<file path="config.mk">
export PLATFORM = sky130hd
export DESIGN_NAME = cost_eval_scheduler
export DESIGN_NICKNAME = d
export VERILOG_FILES = /design/src/rtl/cost_eval_scheduler.sv
export SDC_FILE = /design/constraint.sdc
export NUM_CORES = 1
export LEC_CHECK = 0
export ABC_AREA = 1
export BUFFER_PORTS_ARGS = -buffer_cell sky130_fd_sc_hd__buf_4
export CORE_MARGIN = 2
export CORE_UTILIZATION = 30
export DETAILED_ROUTE_END_ITERATION = 12
export PLACE_DENSITY = 0.62
export SLEW_MARGIN = 20
export SYNTH_ARGS = -nofsm -noshare
export SYNTH_HDL_FRONTEND = slang
export SYNTH_SLANG_ARGS = --single-unit
</file>
<file path="constraint.sdc">
create_clock -name CLK -period 1.75 [get_ports CLK]
set_input_delay 0.2625 -clock CLK [delete_from_list [all_inputs] [get_ports CLK]]
set_output_delay 0.2625 -clock CLK [all_outputs]
set_load 0.05 [all_outputs]
</file>
<file path="src/rtl/cost_eval_scheduler.sv">
// Round-robin scheduler sharing one worker/job cost ROM port among NUM_REQ
// permutation-evaluation engines; walks 8 lookups and returns the total cost.
module cost_eval_scheduler #(
  parameter int unsigned NUM_REQ = 2
) (
  input  logic                   CLK,
  input  logic                   RST,
  input  logic [NUM_REQ-1:0]     req,
  input  logic [24*NUM_REQ-1:0]  perm,
  output logic [NUM_REQ-1:0]     gnt,
  output logic [2:0]             W,
  output logic [2:0]             J,
  input  logic [6:0]             Cost,
  output logic [9:0]             sum,
  output logic [NUM_REQ-1:0]     done,
  output logic                   busy
);

  localparam int unsigned PTR_W  = (NUM_REQ > 1) ? $clog2(NUM_REQ) : 1;
  localparam int unsigned PERM_W = 24;
  localparam int unsigned IDX_W  = 3;
  localparam int unsigned SUM_W  = 10;
  localparam int unsigned WORKERS = 8;

  typedef enum logic {
    IDLE   = 1'b0,
    LOOKUP = 1'b1
  } state_e;

  state_e              state_q, state_d;
  logic [PERM_W-1:0]   perm_q, perm_d;
  logic [PTR_W-1:0]    owner_q, owner_d;
  logic [PTR_W-1:0]    ptr_q, ptr_d;
  logic [IDX_W-1:0]    idx_q, idx_d;
  logic [SUM_W-1:0]    acc_q, acc_d;
  logic [2:0]          w_q, w_d;
  logic [2:0]          j_q, j_d;
  logic [SUM_W-1:0]    sum_q, sum_d;
  logic [NUM_REQ-1:0]  gnt_q, gnt_d;
  logic [NUM_REQ-1:0]  done_q, done_d;
  logic                busy_q, busy_d;

  // Round-robin winner: first set req bit at or above ptr, wrapping.
  logic [2*NUM_REQ-1:0] req_rot;
  logic                 win_found;
  logic [PTR_W-1:0]     win;
  logic [PTR_W-1:0]     ptr_after;
  logic [PERM_W-1:0]    win_perm;
  int unsigned          cand;
  int unsigned          nxt;

  always_comb begin
    req_rot   = {req, req} >> ptr_q;
    win_found = 1'b0;
    win       = ptr_q;
    cand      = 0;
    for (int unsigned i = 0; i < NUM_REQ; i++) begin
      if (!win_found && req_rot[i]) begin
        win_found = 1'b1;
        cand      = 32'(ptr_q) + i;
        if (cand >= NUM_REQ) cand = cand - NUM_REQ;
        win       = PTR_W'(cand);
      end
    end
    nxt = 32'(win) + 1;
    if (nxt >= NUM_REQ) nxt = 0;
    ptr_after = PTR_W'(nxt);
    win_perm  = '0;
    for (int unsigned i = 0; i < NUM_REQ; i++) begin
      if (PTR_W'(i) == win) win_perm = perm[i*PERM_W +: PERM_W];
    end
  end

  // Job of the next worker from the captured assignment.
  logic [IDX_W-1:0] idx_inc;
  logic [2:0]       job_nx;

  always_comb begin
    idx_inc = idx_q + IDX_W'(1);
    job_nx  = '0;
    for (int unsigned w = 0; w < WORKERS; w++) begin
      if (IDX_W'(w) == idx_inc) job_nx = perm_q[3*w +: 3];
    end
  end

  logic [SUM_W-1:0] acc_next;

  always_comb begin
    state_d  = state_q;
    perm_d   = perm_q;
    owner_d  = owner_q;
    ptr_d    = ptr_q;
    idx_d    = idx_q;
    acc_d    = acc_q;
    w_d      = w_q;
    j_d      = j_q;
    sum_d    = sum_q;
    gnt_d    = '0;
    done_d   = '0;
    busy_d   = 1'b0;
    acc_next = acc_q + SUM_W'(Cost);
    case (state_q)
      IDLE: begin
        if (win_found) begin
          state_d = LOOKUP;
          perm_d  = win_perm;
          owner_d = win;
          gnt_d   = NUM_REQ'(1) << win;
          w_d     = '0;
          j_d     = win_perm[2:0];
          acc_d   = '0;
          idx_d   = '0;
          ptr_d   = ptr_after;
          busy_d  = 1'b1;
        end
      end
      LOOKUP: begin
        acc_d = acc_next;
        if (idx_q != IDX_W'(WORKERS - 1)) begin
          idx_d  = idx_inc;
          w_d    = idx_inc;
          j_d    = job_nx;
          busy_d = 1'b1;
        end else begin
          sum_d   = acc_next;
          done_d  = NUM_REQ'(1) << owner_q;
          state_d = IDLE;
        end
      end
      default: state_d = IDLE;
    endcase
  end

  always_ff @(posedge CLK or posedge RST) begin
    if (RST) begin
      state_q <= IDLE;
      perm_q  <= '0;
      owner_q <= '0;
      ptr_q   <= '0;
      idx_q   <= '0;
      acc_q   <= '0;
      w_q     <= '0;
      j_q     <= '0;
      sum_q   <= '0;
      gnt_q   <= '0;
      done_q  <= '0;
      busy_q  <= 1'b0;
    end else begin
      state_q <= state_d;
      perm_q  <= perm_d;
      owner_q <= owner_d;
      ptr_q   <= ptr_d;
      idx_q   <= idx_d;
      acc_q   <= acc_d;
      w_q     <= w_d;
      j_q     <= j_d;
      sum_q   <= sum_d;
      gnt_q   <= gnt_d;
      done_q  <= done_d;
      busy_q  <= busy_d;
    end
  end

  assign gnt  = gnt_q;
  assign W    = w_q;
  assign J    = j_q;
  assign sum  = sum_q;
  assign done = done_q;
  assign busy = busy_q;

endmodule

</file>
=== Word-level counts from Yosys, hierarchy flattened ===
Index checks and enable logic that the tools add are counted.

* Latch bits: 0
* Output and inout port bits: 21
* Bits in writable memories: 0
* Input bits: 59
* Memories: 0
* Logic and storage cells: 71
* Register bits: 57
* ROM bits: 0

* $lt $le $gt $ge: 3
* Reduce and logical (&&, ||, !) cells: 6
* Bitwise operators: 2
* Shifts and indexed selects: 3
* Divide/modulo/power cells: 0
* Eq/ne operators: 10
* Multiplexer cells: 31
* $mul: 0
* Add/sub/neg operators: 6

{| class="wikitable"
|+ Operators with widths
! operator !! count
|-
| $mux W3 || 12
|-
| $mux W24 || 1
|-
| $pmux W10 S2 || 1
|-
| $eq A3 B3 Y1 const A || 4
|-
| $pmux W3 S2 || 2
|-
| $add A10 B7 Y10 || 1
|-
| $mux W10 || 1
|-
| $mux W1 || 9
|-
| $mux W2 || 4
|-
| $eq A2 B3 Y1 const A || 2
|-
| $reduce_and A2 Y1 || 3
|-
| $add A1 B1 Y2 const B || 2
|-
| $ge A2 B2 Y1 const B || 2
|-
| $shl A1 B1 Y2 const A || 2
|-
| $shr A4 B1 Y2 || 1
|-
| $add A3 B1 Y3 const B || 1
|-
| $eq A1 B3 Y1 const A || 1
|-
| $logic_not A3 Y1 || 1
|-
| $ne A3 B3 Y1 const B || 1
|-
| $ge A1 B2 Y1 const B || 1
|-
| $ne A2 B1 Y1 const B || 1
|-
| $ne A2 B2 Y1 const B || 1
|-
| $not A1 Y1 || 2
|-
| $pmux W1 S2 || 1
|-
| other kinds (3) || 4
|}

=== Logic depth before layout (Yosys ltp) ===
Gate-level depths: netlist (run 1).

* Depth in word-level cells: 12
* Depth in mapped cells: 16
* Mapped depth without buffers: 16

=== Worst setup path before layout (run 1) ===
No wires, ideal clock.

* Path type: reg-to-reg
* From: reg W[0] (netlist name)
* To: reg j_q[0] (netlist: J[0])
* Data required time: 1632 ps
* Data arrival time: 1980 ps
* Setup time: 118 ps
* Path buffers: 1
* Slack: -348 ps
* Period minus slack after synthesis: 2098 ps
* Cell stages (with the launch flop): 16
* Cell sequence: dfrtp_1 ha_1 ha_1 buf_6 inv_2 nand2_1 o21ai_0 inv_1 nand2_1 nand2_1 nand2_1 nand2_1 nand2_1 nand2_1 nand2_1 nand2_1

{| class="wikitable"
|+ RTL lines
! what !! RTL line !! text
|-
| end signal: assignment || 156 || <nowiki>j_q <= j_d;</nowiki>
|-
| end: declaration || 37 || <nowiki>logic [2:0] j_q, j_d;</nowiki>
|}

==> results of run 1 <==
==> power by group <==
| group | switching, mW | internal (mW) | total (mW) | leakage [nW] |
|---|---|---|---|---|
| registers | 0.384 | 1.96 | 2.34 | 0.693 |
| clock network | 0.525 | 0.723 | 1.25 | 0.102 |
| logic | 2.93 | 1.86 | 4.79 | 1.39 |
| total | 3.84 | 4.54 | 8.38 | 2.19 |
==> logic make-up (layout without fill, tap and decap cells) <==
group	count (synthesis)	count (layout)	share of synthesized area
XOR/XNOR	4	4	0.0114
AND/OR/NAND/NOR	170	170	0.225
flip-flops	57	57	0.463
adder cells (fa/ha/maj)	14	14	0.0593
buffers and inverters	66	170	0.0861
AO/OA/AOI/OAI	79	79	0.145
multiplexers	3	3	0.00975
==> registers in the layout, summed over array words and instances (netlist names) <==
signal	cells
busy	1
done	2
gnt	2
ptr_q	1
acc_q	10
J	3
owner_q	1
perm_q	24
W	3
sum	10
==> metal layers <==
layer	vias to the layer above	global-route usage	wire (um)	share of wire
met5	-	0	0	0
met4	0	0.0543	138	0.017
met3	12	0.0383	384	0.046
met2	73	0.230	3820	0.46
met1	1308	0.204	3960	0.48
li1	1460	-	-	-
==> cells in the final DEF (no fill, tap or decap), drive strengths merged, types with 2 or more instances in the layout <==
cell,Yosys,final
dfrtp,57,57
clkinv,0,2
nand3,19,19
nor2,22,22
o21ai,40,40
mux2i,3,3
o211ai,8,8
buf,7,98
clkbuf,3,12
nand4,2,2
nand2,122,122
or2,4,4
xnor2,2,2
a21oi,19,19
ha,13,13
xor2,2,2
inv,56,56
o22ai,10,10
==> repair_timing <==
item,in CTS,in global routing
setup endpoints to repair,7,10
endpoints found under the hold margin,17,0
hold buffers,1,0
setup buffers,2,5
pin swaps,2,9
resized for setup,1,27
cloned,0,0
==> synthesized netlist by cell type, drive strengths merged, types with 3 or more instances <==
cell type and instances:
o21ai 40, inv 56, a21oi 19, dfrtp 57, o22ai 10, buf 7, nand2 122, nand3 19
nor2 22, clkbuf 3, mux2i 3, o211ai 8, ha 13, or2 4
==> worst max-delay path, stage by stage (launching register included) <==
cell	delay (ns)
dfrtp_2	0.44
ha_4	0.18
ha_4	0.35
inv_6	0.06
nand2_4	0.08
o21ai_1	0.06
inv_1	0.05
nand2_1	0.04
nand2_1	0.05
nand2_1	0.05
nand2_1	0.05
nand2_1	0.04
nand2_1	0.05
nand2_1	0.05
nand2_1	0.06
nand2_1	0.05
==> path summary, 6_finish.rpt <==
check	from	endpoint	depth (start not counted)
max	W[0]	J[2]	15
max in group asynchronous	RST	acc_q[9]	5
max reg2reg	W[0]	J[2]	15
min in group asynchronous	RST	perm_q[14]	3
min	perm[42]	perm_q[18]	3
min reg2reg	owner_q	done[0]	1
==> final cells by class <==
cell class,count,area share
clock buffer,12,0.0355
clock inverter,3,0.00916
inverter,56,0.0492
multi-input combinational,270,0.362
sequential,57,0.327
tap,133,0.0381
timing repair buffer,99,0.179
==> per-stage QoR <==
stage               utilization  total power, mW
floorplan                     -             5.43
finish                    0.443             8.38
global placement          0.401             6.54
CTS                       0.425             7.99
detailed placement        0.401             6.63
global route              0.443             9.05
==> impl_metrics.json, run 1 <==
{
  "min_period_over_period": 1.02,
  "synth_area_leaders": "dfrtp_1 46%, nand2_1 15%, inv_1 6.2%",
  "async_flop_share": 1.00,
  "violations": "setup timing",
  "die_y_um": 105,
  "yosysSeqAreaShare": 0.463,
  "yosysWarnings": 0,
  "ys_ff_latch": 57,
  "routedWlPerCell_um": 13.2,
  "final_antenna_net_count": 0,
  "clk_pin_slew_ns": 0.06,
  "dp_hpwl_mm": 6.07,
  "drt_iter0_markers": 151,
  "r2r_slack_ns": -0.03,
  "antenna_found_initial": 0,
  "via_per_inst": 4.53,
  "status": "finished, violations left",
  "grt_overflow": 0,
  "rsz0062_at_grt": "true",
  "cts_root_buf": "clkbuf_8",
  "min_period_ns": 1.78,
  "numCtsBuffers": 9,
  "synthToLayoutAreaGrowth_pct": 41.9,
  "path_max_fanout": 8,
  "cap_violations": 0,
  "layout.cells.non_filler": 630,
  "drc": 0,
  "worst_slew_pin_slew_ns": 0.417,
  "max_freq_mhz": 561,
  "cts_sinks": 57,
  "synth.top_cell.area_share": 0.463,
  "n_fill_cell": 982,
  "drv_slew": 0,
  "synth_area_um2": 3080,
  "place_area_um2": 3950,
  "tritoncts": "done",
  "final_area_um2": 4370,
  "die_w_um": 105,
  "syn_nets": 466,
  "insertion_delay_ns": 0.35,
  "regArea_um2": 1430,
  "worst-setup-path-type": "reg2reg",
  "io_buffers": 79,
  "hold-worst-slack_ns": 0.140,
  "synth_top_area_cell": "dfrtp_1",
  "ys_types": 31,
  "relSlewSlack": 0.722,
  "powerDensity_nw_per_um2": 1920,
  "dpl.cell_count": 607,
  "cts_max_level": 3,
  "synth_enable_flop_cells": 0,
  "grt_max_degree": 32,
  "coreArea_um2": 9860,
  "drt_wl_total_mm": 8.30,
  "skew_ns": 0.0168,
  "final_nets": 566,
  "hold_class": "in2reg",
  "critical_path_arrival_ns": 2.01,
  "vias": 2853,
  "cp-start-kind": "register",
  "finalSetupTns_ns": -0.0522,
  "finalWorstSetupSlack_ns": -0.0310,
  "num_io_pins": 80,
  "cts.path.max_buffers": 2,
  "peakVddDrop_mv": 0.703,
  "grt_pass1_wl_mm": 13.0,
  "preCtsSetupSlack_ns": -0.0824,
  "synth_flop_cell": "dfrtp_1",
  "grt_pass1_vias": 2712,
  "final-hold-violation-count": 0,
  "drive_gt1_frac": 0.314,
  "die_area_um2": 11100,
  "finalSetupViolations": 3,
  "syn_avg_cell_area_um2": 7.84,
  "drtPass1Iterations": 4,
  "required_ns": 1.98,
  "gp_congestion": 0.911,
  "initial_utilization": 0.312,
  "p_leak_nw": 2.19,
  "worstSetupEndpointType": "register",
  "grtUsageTotal": 0.150,
  "syn_inst": 393,
  "placementRows": 36,
  "diodes": 0,
  "multi_input_area_um2": 1580
}
(Power assumes the default switching activity.)
==> run 2, diff against run 1 <==
Settings changed: REMOVE_ABC_BUFFERS set to 1.
Clock period 1.75 ns to 1.6 ns, I/O delays scaled along.
==> impl_metrics.json, run 2 (same netlist as run 1, synthesis figures left out) <==
{
  "status": "finished, violations left",
  "grtUsageTotal": 0.162,
  "largest_reg_flops": 24,
  "diodes": 0,
  "worst-setup-path-type": "reg2reg",
  "finalWorstSetupSlack_ns": -0.176,
  "min_period_ns": 1.78,
  "tritoncts": "done",
  "required_ns": 1.83,
  "final_nets": 580,
  "relSlewSlack": 0.627,
  "die_area_um2": 11100,
  "p_total_mw": 9.68,
  "final-hold-violation-count": 0,
  "max_freq_mhz": 563,
  "final_cell_mix": "115 x nand2_1, 107 x buf_4, 56 x dfrtp_1",
  "numCtsBuffers": 9,
  "worstSetupEndpointType": "register",
  "rsz0062_at_grt": "true",
  "placementRows": 36,
  "die_y_um": 105,
  "powerDensity_nw_per_um2": 2150,
  "gp_congestion": 0.904,
  "io_buffers": 79,
  "antenna_found_initial": 0,
  "critical_path_arrival_ns": 2.01,
  "layout.cells.non_filler": 645,
  "finalSetupViolations": 7,
  "cts_root_buf": "clkbuf_8",
  "peakVddDrop_mv": 0.695,
  "hold_class": "in2reg",
  "r2r_slack_ns": -0.18,
  "grt_max_degree": 58,
  "grt_pass1_vias": 3031,
  "skew_ns": 0.0101,
  "dpl.cell_count": 620,
  "coreArea_um2": 9860,
  "min_period_over_period": 1.11,
  "drt_iter0_markers": 144,
  "cp-start-kind": "register",
  "drtPass1Iterations": 4,
  "cts_sinks": 57,
  "cts.path.max_buffers": 2,
  "die_w_um": 105,
  "routedWlPerCell_um": 13.5,
  "initial_utilization": 0.312,
  "p_leak_nw": 2.28,
  "drc": 0,
  "path_max_fanout": 7,
  "clk_pin_slew_ns": 0.07,
  "violations": "setup timing",
  "drv_slew": 0,
  "grt_pass1_wl_mm": 14.4,
  "layout_commonest_cell": "nand2_1",
  "num_io_pins": 80,
  "final_antenna_net_count": 0,
  "via_per_inst": 4.64,
  "worst_slew_pin_slew_ns": 0.558,
  "drt_wl_total_mm": 8.74,
  "dp_hpwl_mm": 6.02,
  "vias": 2993,
  "regMostFlops": "perm_q",
  "synthToLayoutAreaGrowth_pct": 46.4,
  "grt_overflow": 0,
  "drive_gt1_frac": 0.348,
  "insertion_delay_ns": 0.34,
  "cap_violations": 0,
  "cts_max_level": 3
}
==> run 2: cell count changes in the layout (fill, tap and decap cells not counted), moves of 3 or more <==
cell	previous run	this run
inv_2	6	9
inv_1	49	45
o21ai_0	32	28
buf_4	95	107
o21ai_1	5	10
buf_6	0	4
==> run 2: final timing paths <==
| check | startpoint | to | depth (start not counted) |
|---|---|---|---|
| max in group asynchronous | RST | busy | 4 |
| hold / removal | perm[42] | perm_q[18] | 3 |
| hold reg to reg | owner_q | done[0] | 1 |
| setup / recovery | W[0] | J[1] | 13 |
| min in group asynchronous | RST | done[1] | 4 |
| setup reg to reg | W[0] | J[1] | 13 |
==> run 2: layer usage <==
layer / vias to the layer above / track usage / part of all wire
li1: 1487 / - / -
met2: 72 / 0.265 / 0.46
met1: 1421 / 0.211 / 0.48
met4: 0 / 0.0581 / 0.016
met3: 13 / 0.0346 / 0.051
met5: - / 0 / 0
==> run 2: power breakdown <==
group / switching (mW) / total (mW) / leakage, nW / internal [mW]
combinational: 3.40 / 5.68 / 1.48 / 2.28
clock: 0.613 / 1.48 / 0.106 / 0.869
sequential: 0.383 / 2.51 / 0.696 / 2.13
==> run 2: stage by stage <==
step                      setup slack (ns)  setup TNS (ns)  utilization  cell area [um^2]  hold WS, ns
after global routing                -0.299           -2.00        0.457              4510        0.124
after global placement              -0.278           -1.54        0.404              3980        0.331
after detailed placement            -0.314           -2.03        0.404              3980        0.332
after floorplan                     -0.559          -16.36            -              3020        0.378
final                               -0.176          -0.939        0.457              4510        0.126
after CTS                           -0.147          -0.823        0.445              4390        0.117
==> run 2: area by class of cell <==
type	instances	area, um^2
fillers	950	5360
multi-input cells	270	1610
flip-flops and latches	57	1430
repair buffers	113	878
inverters	56	215
well taps	133	166
clock buffers	10	128
clock inverters	6	82.6
==> run 2: critical path: stages, from the launching register on <==
cell and delay [ns]:
dfrtp_1 0.39, ha_2 0.20, ha_4 0.33, inv_4 0.07
nand2_4 0.08, nand3_1 0.10, nand3_1 0.08, nand2_1 0.05
nand2_1 0.07, nand2_1 0.06, nand2_1 0.05, nand2_1 0.07
nand2_1 0.07, nand2_1 0.05
==> run 2: repair_timing <==
action | 4_1_cts | 5_1_grt
hold buffers | 1 | 0
cloned | 0 | 0
pin swaps | 12 | 12
endpoints found under the setup margin | 13 | 20
gates resized for setup | 40 | 22
buffers inserted | 3 | 5
hold endpoints to repair | 57 | 0
